==> src/rtl/ball_move_ctrl.sv <==
// ball_move_ctrl: per-frame ball motion sequencer with 4-corner safe-map probe.
// Optional BALL_MOVE_CTRL_SLIDE_EN: retry rejected diagonals as x-only then y-only.
module ball_move_ctrl #(
    parameter int SCREEN_WIDTH  = 800,
    parameter int SCREEN_HEIGHT = 600,
    parameter int BALL_SIZE     = 8,
    parameter int SPEED         = 2,
    parameter int MAP_LATENCY   = 1,
    parameter int START_X       = 16,
    parameter int START_Y       = 16
) (
    input  logic                             clk,
    input  logic                             rst_n,
    input  logic                             i_frame_tick,
    input  logic                             i_left,
    input  logic                             i_right,
    input  logic                             i_up,
    input  logic                             i_down,
    output logic                             o_map_req,
    input  logic                             i_map_gnt,
    output logic [$clog2(SCREEN_WIDTH)-1:0]  o_map_x,
    output logic [$clog2(SCREEN_HEIGHT)-1:0] o_map_y,
    input  logic                             i_is_safe,
    output logic [$clog2(SCREEN_WIDTH)-1:0]  o_ball_x,
    output logic [$clog2(SCREEN_HEIGHT)-1:0] o_ball_y,
    output logic                             o_collision,
    output logic                             o_busy
);
    localparam int XW   = $clog2(SCREEN_WIDTH);
    localparam int YW   = $clog2(SCREEN_HEIGHT);
    localparam int CW   = ((XW > YW) ? XW : YW) + 2;
    localparam int LW   = (MAP_LATENCY > 1) ? $clog2(MAP_LATENCY + 1) : 1;
    localparam int MAXX = SCREEN_WIDTH - BALL_SIZE;
    localparam int MAXY = SCREEN_HEIGHT - BALL_SIZE;

    typedef enum logic [2:0] {
        S_IDLE, S_CALC, S_REQ, S_WAIT, S_EVAL, S_COMMIT
    } state_t;

    state_t          r_state, w_next;
    logic [XW-1:0]   r_ball_x, r_cx, r_map_x, w_cand_x;
    logic [YW-1:0]   r_ball_y, r_cy, r_map_y, w_cand_y;
    logic [1:0]      r_idx;
    logic [LW-1:0]   r_lat;
    logic            r_safe, r_collision;
    logic signed [CW-1:0] w_dx, w_dy, w_sx, w_sy;
    logic            w_same, w_retry;

`ifdef BALL_MOVE_CTRL_SLIDE_EN
    logic [1:0]      r_attempt;
    logic [YW-1:0]   r_fy;
    logic            r_diag;
    assign w_retry = r_diag && (r_attempt != 2'd2);
`else
    assign w_retry = 1'b0;
`endif

    function automatic logic [XW-1:0] f_cx(input logic [XW-1:0] x, input logic [1:0] idx);
        return idx[0] ? x + XW'(BALL_SIZE - 1) : x;
    endfunction

    function automatic logic [YW-1:0] f_cy(input logic [YW-1:0] y, input logic [1:0] idx);
        return idx[1] ? y + YW'(BALL_SIZE - 1) : y;
    endfunction

    assign o_map_req   = (r_state == S_REQ);
    assign o_busy      = (r_state != S_IDLE);
    assign o_map_x     = r_map_x;
    assign o_map_y     = r_map_y;
    assign o_ball_x    = r_ball_x;
    assign o_ball_y    = r_ball_y;
    assign o_collision = r_collision;

    // Candidate position: signed step from the buttons, clamped to the screen.
    always_comb begin
        w_dx = '0;
        w_dy = '0;
        if (i_right && !i_left) w_dx = CW'(SPEED);
        else if (i_left && !i_right) w_dx = -CW'(SPEED);
        if (i_down && !i_up) w_dy = CW'(SPEED);
        else if (i_up && !i_down) w_dy = -CW'(SPEED);
        w_sx = $signed(CW'(r_ball_x)) + w_dx;
        w_sy = $signed(CW'(r_ball_y)) + w_dy;
        if (w_sx < 0) w_cand_x = '0;
        else if (w_sx > CW'(MAXX)) w_cand_x = XW'(MAXX);
        else w_cand_x = w_sx[XW-1:0];
        if (w_sy < 0) w_cand_y = '0;
        else if (w_sy > CW'(MAXY)) w_cand_y = YW'(MAXY);
        else w_cand_y = w_sy[YW-1:0];
        w_same = (w_cand_x == r_ball_x) && (w_cand_y == r_ball_y);
    end

    // State register.
    always_ff @(posedge clk or negedge rst_n) begin
        if (!rst_n) r_state <= S_IDLE;
        else        r_state <= w_next;
    end

    // Next-state logic.
    always_comb begin
        w_next = r_state;
        unique case (r_state)
            S_IDLE:   if (i_frame_tick) w_next = S_CALC;
            S_CALC:   w_next = w_same ? S_IDLE : S_REQ;
            S_REQ:    if (i_map_gnt) w_next = S_WAIT;
            S_WAIT:   if (r_lat == LW'(1)) w_next = S_EVAL;
            S_EVAL: begin
                if (!r_safe)              w_next = w_retry ? S_REQ : S_IDLE;
                else if (r_idx == 2'd3)   w_next = S_COMMIT;
                else                      w_next = S_REQ;
            end
            S_COMMIT: w_next = S_IDLE;
            default:  w_next = S_IDLE;
        endcase
    end

    // Datapath: candidate, probe address, latency count, result and commit.
    always_ff @(posedge clk or negedge rst_n) begin
        if (!rst_n) begin
            r_ball_x    <= XW'(START_X);
            r_ball_y    <= YW'(START_Y);
            r_cx        <= '0;
            r_cy        <= '0;
            r_map_x     <= '0;
            r_map_y     <= '0;
            r_idx       <= '0;
            r_lat       <= '0;
            r_safe      <= 1'b0;
            r_collision <= 1'b0;
`ifdef BALL_MOVE_CTRL_SLIDE_EN
            r_attempt   <= '0;
            r_fy        <= '0;
            r_diag      <= 1'b0;
`endif
        end else begin
            r_collision <= 1'b0;
            unique case (r_state)
                S_CALC: begin
                    r_cx    <= w_cand_x;
                    r_cy    <= w_cand_y;
                    r_map_x <= w_cand_x;
                    r_map_y <= w_cand_y;
                    r_idx   <= '0;
`ifdef BALL_MOVE_CTRL_SLIDE_EN
                    r_attempt <= '0;
                    r_fy      <= w_cand_y;
                    r_diag    <= (w_dx != '0) && (w_dy != '0);
`endif
                end
                S_REQ: begin
                    if (i_map_gnt) r_lat <= LW'(MAP_LATENCY);
                end
                S_WAIT: begin
                    if (r_lat == LW'(1)) r_safe <= i_is_safe;
                    else                 r_lat  <= r_lat - 1'b1;
                end
                S_EVAL: begin
                    if (r_safe) begin
                        if (r_idx != 2'd3) begin
                            r_idx   <= r_idx + 2'd1;
                            r_map_x <= f_cx(r_cx, r_idx + 2'd1);
                            r_map_y <= f_cy(r_cy, r_idx + 2'd1);
                        end
                    end
`ifdef BALL_MOVE_CTRL_SLIDE_EN
                    else if (w_retry) begin
                        r_attempt <= r_attempt + 2'd1;
                        r_idx     <= '0;
                        if (r_attempt == 2'd0) begin
                            r_cy    <= r_ball_y;
                            r_map_x <= r_cx;
                            r_map_y <= r_ball_y;
                        end else begin
                            r_cx    <= r_ball_x;
                            r_cy    <= r_fy;
                            r_map_x <= r_ball_x;
                            r_map_y <= r_fy;
                        end
                    end
`endif
                    else begin
                        r_collision <= 1'b1;
                    end
                end
                S_COMMIT: begin
                    r_ball_x <= r_cx;
                    r_ball_y <= r_cy;
                end
                default: ;
            endcase
        end
    end
endmodule

==> config.mk <==
export PLATFORM = sky130hd
export DESIGN_NAME = ball_move_ctrl
export DESIGN_NICKNAME = d
export VERILOG_FILES = /design/src/rtl/ball_move_ctrl.sv
export SDC_FILE = /design/constraint.sdc
export NUM_CORES = 1
export LEC_CHECK = 0
export CORE_UTILIZATION = 35
export CTS_CLUSTER_DIAMETER = 100
export DETAILED_ROUTE_END_ITERATION = 6
export GPL_ROUTABILITY_DRIVEN = 0
export PLACE_DENSITY = 0.6
export SYNTH_ARGS = -nofsm -noshare
export SYNTH_HDL_FRONTEND = slang
export SYNTH_SLANG_ARGS = --single-unit
==> constraint.sdc <==
create_clock -name clk -period 3.13 [get_ports clk]
set_input_delay 0.626 -clock clk [delete_from_list [all_inputs] [get_ports clk]]
set_output_delay 0.626 -clock clk [all_outputs]
set_load 0.005 [all_outputs]
==> impl_metrics.tcl <==
set metrics [dict create \
    status "finished, violations left" \
    violations "negative setup slack" \
    detailedPlace.worstSlack_ps -1159 \
    die_h_um 127.0 \
    cts_max_level 3 \
    finish.utilization 0.5255 \
    routed_wl_mm 16.88 \
    synthCells 646 \
    synth_xor_area_frac 0.06957 \
    fmax_mhz 303.6 \
    drc 0 \
    ys_ff_latch 68 \
    peakVddDrop_uv 540.9 \
    fp.coreArea_sq_um 15200 \
    synthMuxAreaShare 0.05698 \
    num_io_pins 52 \
    grt_pass1_vias 5468 \
    detail-route-antenna-nets 0 \
    synth-compound-area-share 0.2394 \
    cpPeakStageDelay_ps 410 \
    synth_top_area_cell "dfrtp_1" \
    die_area_sq_um 16130 \
    synth.top_cell.area_share 0.3021 \
    clock-sinks 68 \
    vias 5556 \
    critical_path_class "in2reg" \
    die-width_um 127.0 \
    synth_area_leaders "dfrtp_1, o21ai_0, nand2_1" \
    cts_buffers 9 \
    yosysWarningCount 0 \
    num-nets-final 807 \
    setup_viol 7 \
    cpMostUsedCell "ha_4" \
    synth_ff_type "dfrtp_1" \
    critPathTopFamily "compound AO/OA/AOI/OAI gates" \
    hold_buffers 0 \
    viasPerCell 5.675 \
    end_kind "flop" \
    fin_skew_ps 4.116 \
    finalHoldViolCount 0 \
    initial_core_util 0.3597 \
    worst_slack_ps -164.1 \
    place_hpwl_mm 12.16 \
    grt_max_degree 69 \
    cts_buffer_depth 2 \
    crit_arrival_ps 3500 \
    path_buf_inv 4 \
    routedWlPerCell_um 17.24 \
    synthAdderAreaFrac 0.02746 \
    slew_violations 0 \
    worst_pin_slew_ps 859.5 \
    p_leak_uw 0.003316 \
    start_kind "input port" \
    clk_pin_slew_ps 60 \
    ys_seq_area_frac 0.3117 \
    drt-pass1-iter-count 6 \
    avgSynthCellArea_sq_um 8.464 \
    fin_hold_ws_ps 473.7 \
    synth_top_family_by_area "compound AO/OA/AOI/OAI gates" \
    fin_crit_ps 3294 \
    antenna_found_initial 0 \
    hold_class "in2async" \
    synth_edf_count 0 \
    syn_area_sq_um 5468 \
    area_growth_pct 46.11 \
    slew_headroom 0.4270 \
    drive_gt1_frac 0.3502 \
    max_cap_violations 0 \
    portBuffers 51 \
    synth_async_sr_flop_share 1.000 \
    drtIter0Drc 487 \
    rsz0062_at_grt "yes" \
    cp.required_ps 3340 \
    critPathMaxFanout 6 \
    clock_latency_ps 330 \
    cp_cell_sequence "buf_12 > inv_12 > ha_4 > inv_2 > ha_4 > ha_4 > a211oi_4 > a2111oi_4 > or3_4 > a22oi_2 > a311o_1 > buf_4 > nand4_1 > a221o_1 > a2111oi_4 > a31oi_1" \
    grt_usage 0.2109 \
    power_density_nw_per_um2 979.4 \
    setup-tns-final_ps -395.5 \
    antenna_cells 0 \
    num_rows 45 \
    cts_tree "yes" \
    yosys.area_share.simple 0.2323 \
    period_share 1.052 \
    cts_root_buf "clkbuf_16" \
    synth_cell_types 89 \
    grt_pass1_wl_mm 27.22 \
    overflow 0 \
    synth_nets 667 \
    slowest_stage "or3_4" \
]
==> flip-flops by register name (all words and copies together) (netlist names), 2 cells and up <==
register  cells
r_cy         10
r_cx         10
o_ball_y     10
r_idx         2
o_map_x      10
o_ball_x     10
o_map_y      10
r_state       3
==> cell families (layout without fill, tap and decap cells) <==
logic type	Yosys count	count (layout)
AO/OA/AOI/OAI	186	186
XOR/XNOR	40	40
adder cells (fa/ha/maj)	12	12
buffers and inverters	74	219
flip-flops	68	68
multiplexers	28	28
AND/OR/NAND/NOR	238	238
==> cell usage in the layout (no fill, tap or decap), types with 8 or more instances in the layout <==
| cell | n |
|---|---|
| a211oi_1 | 8 |
| a211oi_2 | 8 |
| a21o_1 | 11 |
| a21oi_1 | 21 |
| a31oi_1 | 8 |
| buf_4 | 118 |
| buf_6 | 13 |
| clkbuf_16 | 9 |
| clkdlybuf4s50_1 | 46 |
| dfrtp_1 | 66 |
| ha_4 | 8 |
| inv_1 | 16 |
| mux2_2 | 22 |
| nand2_1 | 63 |
| nand3_1 | 18 |
| nor2_1 | 48 |
| nor3_1 | 15 |
| o21ai_0 | 36 |
| o21ai_1 | 14 |
| xnor2_1 | 20 |
| xor2_1 | 12 |
==> stage by stage <==
| stage | power (uW) | std cells | cell area (sq um) |
|---|---|---|---|
| CTS | 7492 | 972 | 7672 |
| global placement | 5797 | 949 | 6928 |
| finish | 7824 | 979 | 7989 |
| floorplan | 4084 | 646 | 5589 |
| global route | 8335 | 979 | 7989 |
| detailed placement | 5888 | 949 | 6928 |
==> power by group <==
part / total (uW) / internal (uW) / switching [uW]
logic: 4980 / 2520 / 2460
registers: 1720 / 1220 / 501
clock network: 1130 / 743 / 382
==> area by class of cell <==
| type | instances | area, sq um |
|---|---|---|
| clock buffers | 11 | 252.7 |
| clock inverters | 5 | 82.58 |
| fillers | 1348 | 7213 |
| inverters | 21 | 103.9 |
| multi-input cells | 504 | 4048 |
| flip-flops and latches | 68 | 1704 |
| well taps | 188 | 235.2 |
| repair buffers | 182 | 1563 |
==> synthesized netlist by cell type, drive strengths merged (3+ instances only) <==
cell / n
or4: 3
and3: 8
and4b: 3
nand2b: 8
buf: 21
or2: 5
ha: 12
a22oi: 5
a31oi: 13
nor2: 50
inv: 21
nand4: 7
a211o: 3
a2111oi: 3
nor3b: 7
clkbuf: 32
xor2: 14
or3: 6
a211oi: 20
o21bai: 3
mux2i: 6
and2: 4
nand3: 21
o31ai: 4
nand2: 67
dfrtp: 66
nor3: 17
mux2: 22
o41ai: 3
o21ai: 58
nor2b: 4
o211ai: 8
xnor2: 26
a21o: 11
or3b: 5
nand3b: 7
nand4b: 6
a21oi: 25
a41oi: 4
nand4bb: 3
==> worst register-to-register path, cell delays in order, from the launching register on <==
cell       delay (ps)
dfrtp_1           560
xor2_4            200
ha_4              210
nor3b_4           230
a2111oi_4          80
or3_4             410
a22oi_2           180
a311o_1           250
buf_4             130
nand4_1           110
a221o_1           390
a2111oi_4         210
a31oi_1           120
==> repair_timing <==
item,CTS,global route
pin swaps,29,33
endpoints found under the setup margin,41,23
resized for setup,86,53
setup buffers,13,10
==> layer usage <==
metal / GRT usage / wire (um)
met5: 0 / 0
met4: 0.06373 / 343
met3: 0.03936 / 717
met2: 0.3714 / 8516
met1: 0.2613 / 7303
==> path summary, 6_finish.rpt <==
kind / startpoint / to / slack, ps / cells past startpoint
max: i_right / r_state[1] / -160 / 16
min: rst_n / o_map_x[9] / 470 / 2
max reg2reg: o_ball_x[2] / r_state[1] / -80 / 12
min reg2reg: o_map_x[4] / o_map_x[4] / 480 / 1
max in group asynchronous: rst_n / o_map_y[3] / 2080 / 2
min in group clk: o_map_x[4] / o_map_x[4] / 480 / 1
(Power assumes the default switching activity.)
